===== src/rtl/game_state_ctrl.sv =====
`default_nettype none
// ============================================================================
//  Module   : game_state_ctrl
//  Brief    : Dino game flow controller. Debounces the start/jump button,
//             turns the divided game clock into one-cycle score ticks, runs
//             the INIT/START/END/RESET state machine and keeps a 4-digit BCD
//             score plus the session high score.
//  Revision : 1.0  initial release
// ============================================================================
module game_state_ctrl #(
    parameter int DEBOUNCE_CYCLES   = 4,
    parameter int RESET_HOLD_CYCLES = 16
) (
    input  logic        clk,
    input  logic        rst,
    input  logic        btn_start,
    input  logic        game_clk_div,
    input  logic        collision,
    output logic [1:0]  game_state,
    output logic [15:0] score,
    output logic [15:0] high_score,
    output logic        new_high
);

    // State encoding doubles as the game_state output value
    localparam logic [1:0] c_ST_INIT  = 2'd0;
    localparam logic [1:0] c_ST_START = 2'd1;
    localparam logic [1:0] c_ST_END   = 2'd2;
    localparam logic [1:0] c_ST_RESET = 2'd3;

    localparam int              c_DB_W      = $clog2(DEBOUNCE_CYCLES) + 1;
    localparam logic [c_DB_W-1:0] c_DB_LAST = c_DB_W'(DEBOUNCE_CYCLES - 1);
    localparam int              c_HOLD_W    = $clog2(RESET_HOLD_CYCLES) + 1;
    localparam logic [c_HOLD_W-1:0] c_HOLD_LAST = c_HOLD_W'(RESET_HOLD_CYCLES - 1);
    localparam logic [15:0]     c_SCORE_MAX = 16'h9999;

    // Button path registers
    logic              r_btn_meta;
    logic              r_btn_sync;
    logic              r_btn_db;
    logic              r_btn_db_d;
    logic [c_DB_W-1:0] r_db_cnt;

    // Tick path registers
    logic              r_gclk_meta;
    logic              r_gclk_sync;
    logic              r_gclk_sync_d;

    // FSM and score registers
    logic [1:0]          r_state;
    logic [15:0]         r_score;
    logic [15:0]         r_high;
    logic                r_new_high;
    logic [c_HOLD_W-1:0] r_hold_cnt;

    logic [1:0]          w_state_nxt;
    logic [15:0]         w_score_nxt;
    logic [15:0]         w_high_nxt;
    logic                w_new_high_nxt;
    logic [c_HOLD_W-1:0] w_hold_nxt;

    logic                w_start_pulse;
    logic                w_tick;
    logic [15:0]         w_score_inc;

    // BCD +1 with digit-wise ripple carry; holds at 9999
    function automatic logic [15:0] f_bcd_inc(input logic [15:0] v);
        logic [15:0] res;
        logic        carry;
        res   = v;
        carry = 1'b1;
        for (int i = 0; i < 4; i++) begin
            if (carry) begin
                if (v[i*4 +: 4] == 4'd9) begin
                    res[i*4 +: 4] = 4'd0;
                end else begin
                    res[i*4 +: 4] = v[i*4 +: 4] + 4'd1;
                    carry         = 1'b0;
                end
            end
        end
        if (v == c_SCORE_MAX) begin
            res = v;
        end
        return res;
    endfunction

    // Synchronize the raw button and debounce it by counting mismatch cycles
    always_ff @(posedge clk or posedge rst) begin
        if (rst) begin
            r_btn_meta <= 1'b0;
            r_btn_sync <= 1'b0;
            r_btn_db   <= 1'b0;
            r_btn_db_d <= 1'b0;
            r_db_cnt   <= '0;
        end else begin
            r_btn_meta <= btn_start;
            r_btn_sync <= r_btn_meta;
            r_btn_db_d <= r_btn_db;
            if (r_btn_sync != r_btn_db) begin
                if (r_db_cnt == c_DB_LAST) begin
                    r_btn_db <= r_btn_sync;
                    r_db_cnt <= '0;
                end else begin
                    r_db_cnt <= r_db_cnt + c_DB_W'(1);
                end
            end else begin
                r_db_cnt <= '0;
            end
        end
    end

    // Synchronize the divided game clock and keep one delayed copy for edge detect
    always_ff @(posedge clk or posedge rst) begin
        if (rst) begin
            r_gclk_meta   <= 1'b0;
            r_gclk_sync   <= 1'b0;
            r_gclk_sync_d <= 1'b0;
        end else begin
            r_gclk_meta   <= game_clk_div;
            r_gclk_sync   <= r_gclk_meta;
            r_gclk_sync_d <= r_gclk_sync;
        end
    end

    assign w_start_pulse = r_btn_db & ~r_btn_db_d;
    assign w_tick        = r_gclk_sync & ~r_gclk_sync_d;
    assign w_score_inc   = f_bcd_inc(r_score);

    // Game state, score, high score and reset-hold counter registers
    always_ff @(posedge clk or posedge rst) begin
        if (rst) begin
            r_state    <= c_ST_INIT;
            r_score    <= '0;
            r_high     <= '0;
            r_new_high <= 1'b0;
            r_hold_cnt <= '0;
        end else begin
            r_state    <= w_state_nxt;
            r_score    <= w_score_nxt;
            r_high     <= w_high_nxt;
            r_new_high <= w_new_high_nxt;
            r_hold_cnt <= w_hold_nxt;
        end
    end

    // Next-state and datapath update; collision has priority over a tick
    always_comb begin
        w_state_nxt    = r_state;
        w_score_nxt    = r_score;
        w_high_nxt     = r_high;
        w_new_high_nxt = r_new_high;
        w_hold_nxt     = r_hold_cnt;
        case (r_state)
            c_ST_INIT: begin
                if (w_start_pulse) begin
                    w_state_nxt = c_ST_START;
                    w_score_nxt = '0;
                end
            end
            c_ST_START: begin
                if (collision) begin
                    w_state_nxt = c_ST_END;
                    // BCD digits order the same way as binary, so a plain compare works
                    if (r_score > r_high) begin
                        w_high_nxt     = r_score;
                        w_new_high_nxt = 1'b1;
                    end else begin
                        w_new_high_nxt = 1'b0;
                    end
                end else if (w_tick) begin
                    w_score_nxt = w_score_inc;
                end
            end
            c_ST_END: begin
                if (w_start_pulse) begin
                    w_state_nxt    = c_ST_RESET;
                    w_hold_nxt     = '0;
                    w_score_nxt    = '0;
                    w_new_high_nxt = 1'b0;
                end
            end
            c_ST_RESET: begin
                if (r_hold_cnt == c_HOLD_LAST) begin
                    w_state_nxt = c_ST_INIT;
                    w_hold_nxt  = '0;
                end else begin
                    w_hold_nxt  = r_hold_cnt + c_HOLD_W'(1);
                end
            end
            default: begin
                w_state_nxt = c_ST_INIT;
            end
        endcase
    end

    assign game_state = r_state;
    assign score      = r_score;
    assign high_score = r_high;
    assign new_high   = r_new_high;

endmodule
`default_nettype wire


===== config.mk =====
export PLATFORM = sky130hd
export DESIGN_NAME = game_state_ctrl
export DESIGN_NICKNAME = d
export VERILOG_FILES = /design/src/rtl/game_state_ctrl.sv
export SDC_FILE = /design/constraint.sdc
export NUM_CORES = 1
export LEC_CHECK = 0
export ABC_AREA = 1
export CAP_MARGIN = 20
export CELL_PAD_IN_SITES_DETAIL_PLACEMENT = 0
export CELL_PAD_IN_SITES_GLOBAL_PLACEMENT = 1
export CORE_ASPECT_RATIO = 0.5
export CORE_MARGIN = 2
export CORE_UTILIZATION = 42
export DETAILED_ROUTE_END_ITERATION = 6
export GPL_ROUTABILITY_DRIVEN = 1
export PLACE_DENSITY_LB_ADDON = 0.1
export REMOVE_ABC_BUFFERS = 1
export SYNTH_ARGS = -nofsm -noshare
export SYNTH_HDL_FRONTEND = slang
export SYNTH_SLANG_ARGS = --single-unit

===== constraint.sdc =====
create_clock -name clk -period 2.45 [get_ports clk]
set_input_delay 0.735 -clock clk [delete_from_list [all_inputs] [get_ports clk]]
set_output_delay 0.735 -clock clk [all_outputs]
set_load 0.005 [all_outputs]

==> results.py, run 1 <==
metrics = {
    "power_and_ir_drop": {
        "swShare_pct": 46.2,
        "p_int_w": 0.00238,
        "p_sw_w": 0.00204,
        "ir_drop_mv": 0.635,
        "p_leak_nw": 1.77,
        "power_w": 0.00441,
        "p_seq_share_pct": 30.2,
        "clockPowerShare_pct": 16.2,
        "comb_power_share_pct": 53.6,
        "powerDensity_nw_per_um2": 1190,
    },
    "run_status": {
        "status": "complete, no violations",
    },
    "clock_tree": {
        "numCtsBuffers": 5,
        "cts_sinks": 50,
        "htreeDepth": 2,
        "cts-resized-gates": 0,
        "root_buffer": "clkbuf_16",
        "path_clk_slew_ns": 0.07,
        "cts_hold_buf": 0,
        "tritoncts": "built",
        "clk_latency_ns": 0.30,
        "cts_buffer_depth": 2,
        "post_cts_buffers": 0,
    },
    "logic_synthesis": {
        "synth_warnings": 0,
        "synth.avg_cell_area_um2": 8.52,
        "muxShareOfSynthArea_pct": 0,
        "synthAdderAreaFrac_pct": 12.7,
        "synthSimpleGateAreaFrac_pct": 29.3,
        "synth-async-reset-ratio_pct": 100,
        "ys_types": 36,
        "ys_ff_latch": 50,
        "synth.yosys.seq_area_share_pct": 41.1,
        "synth_top_family_by_area": "simple AND/OR/NAND/NOR gates",
        "synth_compound_area_share_pct": 8.02,
        "synth_edf_count": 0,
        "synth_ff_type": "dfrtp_1",
        "synth_area_um2": 3040,
        "synthesis.instances": 357,
        "synth_xor_xnor_area_share_pct": 1.44,
    },
    "final_layout": {
        "syn2layout_area_growth_pct": 21.4,
        "final_area_um2": 3690,
        "final_cell_mix": "nand2_1, dfrtp_1, inv_1",
        "finalNonFillerCells": 494,
        "drive_above_1_share_pct": 12.2,
        "layout.nets": 437,
        "fill_cells": 635,
        "n_antenna_cell": 0,
        "mostFrequentLayoutCell": "nand2_1",
    },
    "die": {
        "dieHeight_um": 64.2,
        "io_pins": 40,
        "die_x_um": 124,
        "core_um2": 6860,
        "floorplan.rows": 21,
        "dieArea_um2": 7980,
        "start_util_pct": 44.4,
    },
    "placed_design": {
        "io_buffers": 39,
        "gp_congestion": 0.802,
        "place_inst": 486,
        "dpl.hpwl_um": 4540,
        "dpl-instance-area_um2": 3540,
    },
    "global_routing": {
        "grt_pass1_vias": 2313,
        "grt_pass1_wl_um": 11000,
        "antenna_found_initial": 0,
        "track_usage_pct": 17.2,
        "grt_max_degree": 31,
        "gr-total-overflow": 0,
    },
    "sta": {
        "finalHoldViolCount": 0,
        "relSlewSlack_pct": 69.8,
        "fin_crit_sh_pct": 87.9,
        "min_period_ns": 2.15,
        "skew_ns": 0.00264,
        "timing.fmax_ghz": 0.465,
        "worst_pin_slew_ns": 0.453,
        "rsz0062_at_grt": "false",
        "setup_violations": 0,
        "tns_ns": 0,
        "finalMaxSlewViolations": 0,
    },
    "critical_path": {
        "cp.arrival_ns": 1.42,
        "cp-start-kind": "flop",
        "r2r_slack_ns": 0.44,
        "crit_buf_inv": 1,
        "crit_path_end_kind": "output pin",
        "worstPathRequired_ns": 1.71,
        "cp_top_family": "buffers and inverters",
        "critical_path_class": "flop to output pin",
        "crit_path_max_incr_delay_ns": 0.57,
        "path_max_fanout": 6,
        "critPathSlowestCell": "clkdlybuf4s50_1",
        "path_cells": "clkdlybuf4s50_1",
    },
    "detailed_routing": {
        "wl_met1_um": 3320,
        "ant_nets": 0,
        "wl_per_cell_um": 12.9,
        "first_iter_violations": 84,
        "via_per_inst": 4.90,
        "maxUsedRoutingLayer": "met4",
        "routed_wl_um": 6370,
        "num_vias": 2419,
        "first_pass_iters": 4,
        "drc": 0,
        "dr_wl_met3_um": 204,
        "wl_met2_um": 2730,
    },
    "flow_run": {
        "maxCapViolations": 0,
    },
    "min_path": {
        "hold_path_class": "flop to flop",
    },
}
==> metrics by stage <==
step	hold WS (ns)	setup WS [ns]	utilization, %
floorplan	0.331	0.514	-
global placement	0.333	0.322	51.7
detailed placement	0.342	0.281	51.7
CTS	0.359	0.276	53.9
global route	0.361	0.207	53.9
finish	0.355	0.297	53.9
==> layer usage <==
metal	track usage [%]	vias up
met5	0	-
met4	7.02	0
met3	4.36	10
met2	26.4	34
met1	23.4	1142
li1	-	1233
==> synth_stat cells (all sizes together) (3+ instances only) <==
| cell type | number | share of area (%) |
|---|---|---|
| a21oi | 10 | 2.0 |
| nor2 | 26 | 5.3 |
| dfrtp | 50 | 41 |
| nand2 | 105 | 14 |
| nand3 | 27 | 6.0 |
| nand3b | 4 | 0.99 |
| inv | 49 | 6.1 |
| or2 | 6 | 1.2 |
| ha | 31 | 13 |
| nand4 | 6 | 1.7 |
| buf | 5 | 1.3 |
| o21ai | 25 | 4.5 |
| xor2 | 3 | 0.86 |
==> power by group through the flow <==
stage | clock network, W | logic, W | registers (W)
after detailed placement | 0 | 0.00239 | 0.00134
final | 0.000717 | 0.00236 | 0.00133
after CTS | 0.000738 | 0.00240 | 0.00133
after global placement | 0 | 0.00235 | 0.00133
after floorplan | 0 | 0.00158 | 0.00130
after global routing | 0.000771 | 0.00270 | 0.00138
==> registers in the layout, indices dropped and copies added (netlist names), 2 cells and up <==
signal and flops:
game_state 2, high_score 16, r_db_cnt 3, r_hold_cnt 5, score 16
==> area by class of cell <==
| class | instances | area, µm² | share of cell area, % |
|---|---|---|---|
| clock inverters | 3 | 25.0 | 0.677 |
| inverters | 49 | 186 | 5.05 |
| repair buffers | 42 | 425 | 11.5 |
| flip-flops and latches | 50 | 1250 | 33.9 |
| multi-input cells | 253 | 1570 | 42.4 |
| well taps | 92 | 115 | 3.12 |
| clock buffers | 5 | 125 | 3.39 |
==> path summary, 6_finish.rpt <==
path / startpoint / end / depth (start not counted)
max in group asynchronous: rst / score[14] / 3
min reg2reg: r_btn_meta / r_btn_sync / 0
min: r_btn_meta / r_btn_sync / 0
max: score[14] / score[14] / 1
min in group asynchronous: rst / r_db_cnt[2] / 2
max reg2reg: score[14] / high_score[3] / 10
==> cells by family after synthesis <==
family,Yosys count
adder cells (fa/ha/maj),31
flip-flops,50
buffers and inverters,54
XOR/XNOR,5
AO/OA/AOI/OAI,41
AND/OR/NAND/NOR,176
(Power assumes the default switching activity.)
==> run 2: changes to the inputs <==
--- a/config.mk
+++ b/config.mk
@@ -10,7 +10,7 @@
 export CELL_PAD_IN_SITES_DETAIL_PLACEMENT = 0
 export CELL_PAD_IN_SITES_GLOBAL_PLACEMENT = 1
 export CORE_ASPECT_RATIO = 0.5
-export CORE_MARGIN = 2
+export CORE_MARGIN = 5
 export CORE_UTILIZATION = 42
 export DETAILED_ROUTE_END_ITERATION = 6
 export GPL_ROUTABILITY_DRIVEN = 1
==> results.py, run 2 (synthesis gave the netlist of run 1 again) <==
metrics = {
    "run_status": {
        "status": "complete, no violations",
    },
    "global_routing": {
        "grt_pass1_vias": 2262,
        "track_usage_pct": 15.2,
        "gr-total-overflow": 0,
        "grt_max_degree": 33,
        "grt_pass1_wl_um": 11100,
        "antenna_found_initial": 0,
    },
    "detailed_routing": {
        "via_per_inst": 4.92,
        "num_vias": 2431,
        "first_pass_iters": 4,
        "drc": 0,
        "routed_wl_um": 6350,
        "wl_per_cell_um": 12.9,
        "ant_nets": 0,
        "first_iter_violations": 134,
    },
    "final_layout": {
        "final_area_um2": 3700,
        "layout.nets": 437,
        "fill_cells": 627,
        "mostFrequentLayoutCell": "nand2_1",
        "final_cell_mix": "nand2_1, dfrtp_1, inv_1",
        "drive_above_1_share_pct": 12.2,
        "n_antenna_cell": 0,
        "syn2layout_area_growth_pct": 21.5,
        "utilization_pct": 53.9,
    },
    "sta": {
        "fin_crit_sh_pct": 87.5,
        "finalMaxSlewViolations": 0,
        "skew_ns": 0.00552,
        "finalHoldViolCount": 0,
        "setup_violations": 0,
        "tns_ns": 0,
        "relSlewSlack_pct": 72.0,
        "timing.fmax_ghz": 0.467,
        "min_period_ns": 2.14,
        "rsz0062_at_grt": "false",
        "worst_pin_slew_ns": 0.419,
    },
    "clock_tree": {
        "cts-resized-gates": 0,
        "root_buffer": "clkbuf_16",
        "numCtsBuffers": 5,
        "path_clk_slew_ns": 0.07,
        "post_cts_buffers": 0,
        "clk_latency_ns": 0.30,
        "cts_hold_buf": 0,
        "htreeDepth": 2,
        "tritoncts": "built",
        "cts_buffer_depth": 2,
        "cts_sinks": 50,
    },
    "critical_path": {
        "r2r_start": "score[7]",
        "crit_cells": 1,
        "cp_top_family": "buffers and inverters",
        "crit_buf_inv": 1,
        "crit_start": "score[14]",
        "crit_path_end_kind": "output pin",
        "path_max_fanout": 6,
        "crit_path_max_incr_delay_ns": 0.58,
        "worstPathRequired_ns": 1.71,
        "path_cells": "clkdlybuf4s50_1",
        "r2r-end": "high_score[7]",
        "r2r_slack_ns": 0.43,
        "crit_path_end": "score[14]",
        "critical_path_class": "flop to output pin",
        "critPathSlowestCell": "clkdlybuf4s50_1",
        "cp.arrival_ns": 1.41,
        "reg2reg_depth": 10,
        "cp-start-kind": "flop",
    },
    "die": {
        "die_x_um": 130,
        "dieArea_um2": 9150,
        "core_um2": 6860,
        "io_pins": 40,
        "start_util_pct": 44.4,
        "floorplan.rows": 21,
        "dieHeight_um": 70.2,
    },
    "power_and_ir_drop": {
        "p_leak_nw": 1.77,
        "ir_drop_mv": 0.555,
        "powerDensity_nw_per_um2": 1200,
    },
    "placed_design": {
        "io_buffers": 39,
        "gp_congestion": 0.774,
        "dpl-instance-area_um2": 3540,
        "dpl.hpwl_um": 4650,
    },
    "min_path": {
        "hold_start": "r_gclk_meta",
        "hold_path_class": "flop to flop",
    },
    "flow_run": {
        "maxCapViolations": 0,
    },
}
## run 2: cell count changes in the layout (fill, tap and decap cells not counted)
| cell | before | now |
|---|---|---|
| inv_6 | 1 | 2 |
| clkinvlp_4 | 1 | 0 |
## run 2: power breakdown
part,internal (W),switching (W)
logic,0.000943,0.00143
clock network,0.000388,0.000334
registers,0.00105,0.000276
## run 2: how the worst min path moves through the flow
stage,end,slack [ns],depth (start not counted)
after global placement,r_gclk_sync,0.33,0
after CTS,r_gclk_sync,0.35,0
after global routing,r_gclk_sync,0.36,0
after detailed placement,r_gclk_sync,0.34,0
final,r_gclk_sync,0.35,0
after floorplan,r_btn_sync,0.33,0
## run 2: through the flow
step / instances / hold WS [ns] / setup slack (ns) / total power [W]
final: 494 / 0.351 / 0.307 / 0.00442
after detailed placement: 486 / 0.337 / 0.276 / 0.00374
after global routing: 494 / 0.363 / 0.212 / 0.00488
after floorplan: 352 / 0.331 / 0.514 / 0.00288
after CTS: 494 / 0.354 / 0.289 / 0.00448
after global placement: 486 / 0.335 / 0.324 / 0.00369
## run 2: area by class of cell
class / count / area [µm²] / area share [%]
Sequential cell: 50 / 1250 / 33.9
Inverter: 49 / 186 / 5.04
Multi-Input combinational cell: 253 / 1570 / 42.4
Clock buffer: 5 / 125 / 3.39
Tap cell: 92 / 115 / 3.11
Clock inverter: 3 / 26.3 / 0.711
Timing Repair Buffer: 42 / 425 / 11.5
## run 2: per-layer routing
layer	part of all wire [%]	vias to the layer above	global-route usage [%]	wire length, µm
met2	42	40	22.0	2650
met5	0	-	0	0
met4	0.83	0	3.08	53
met3	4.9	7	4.27	312
li1	-	1240	-	-
met1	53	1144	22.5	3340
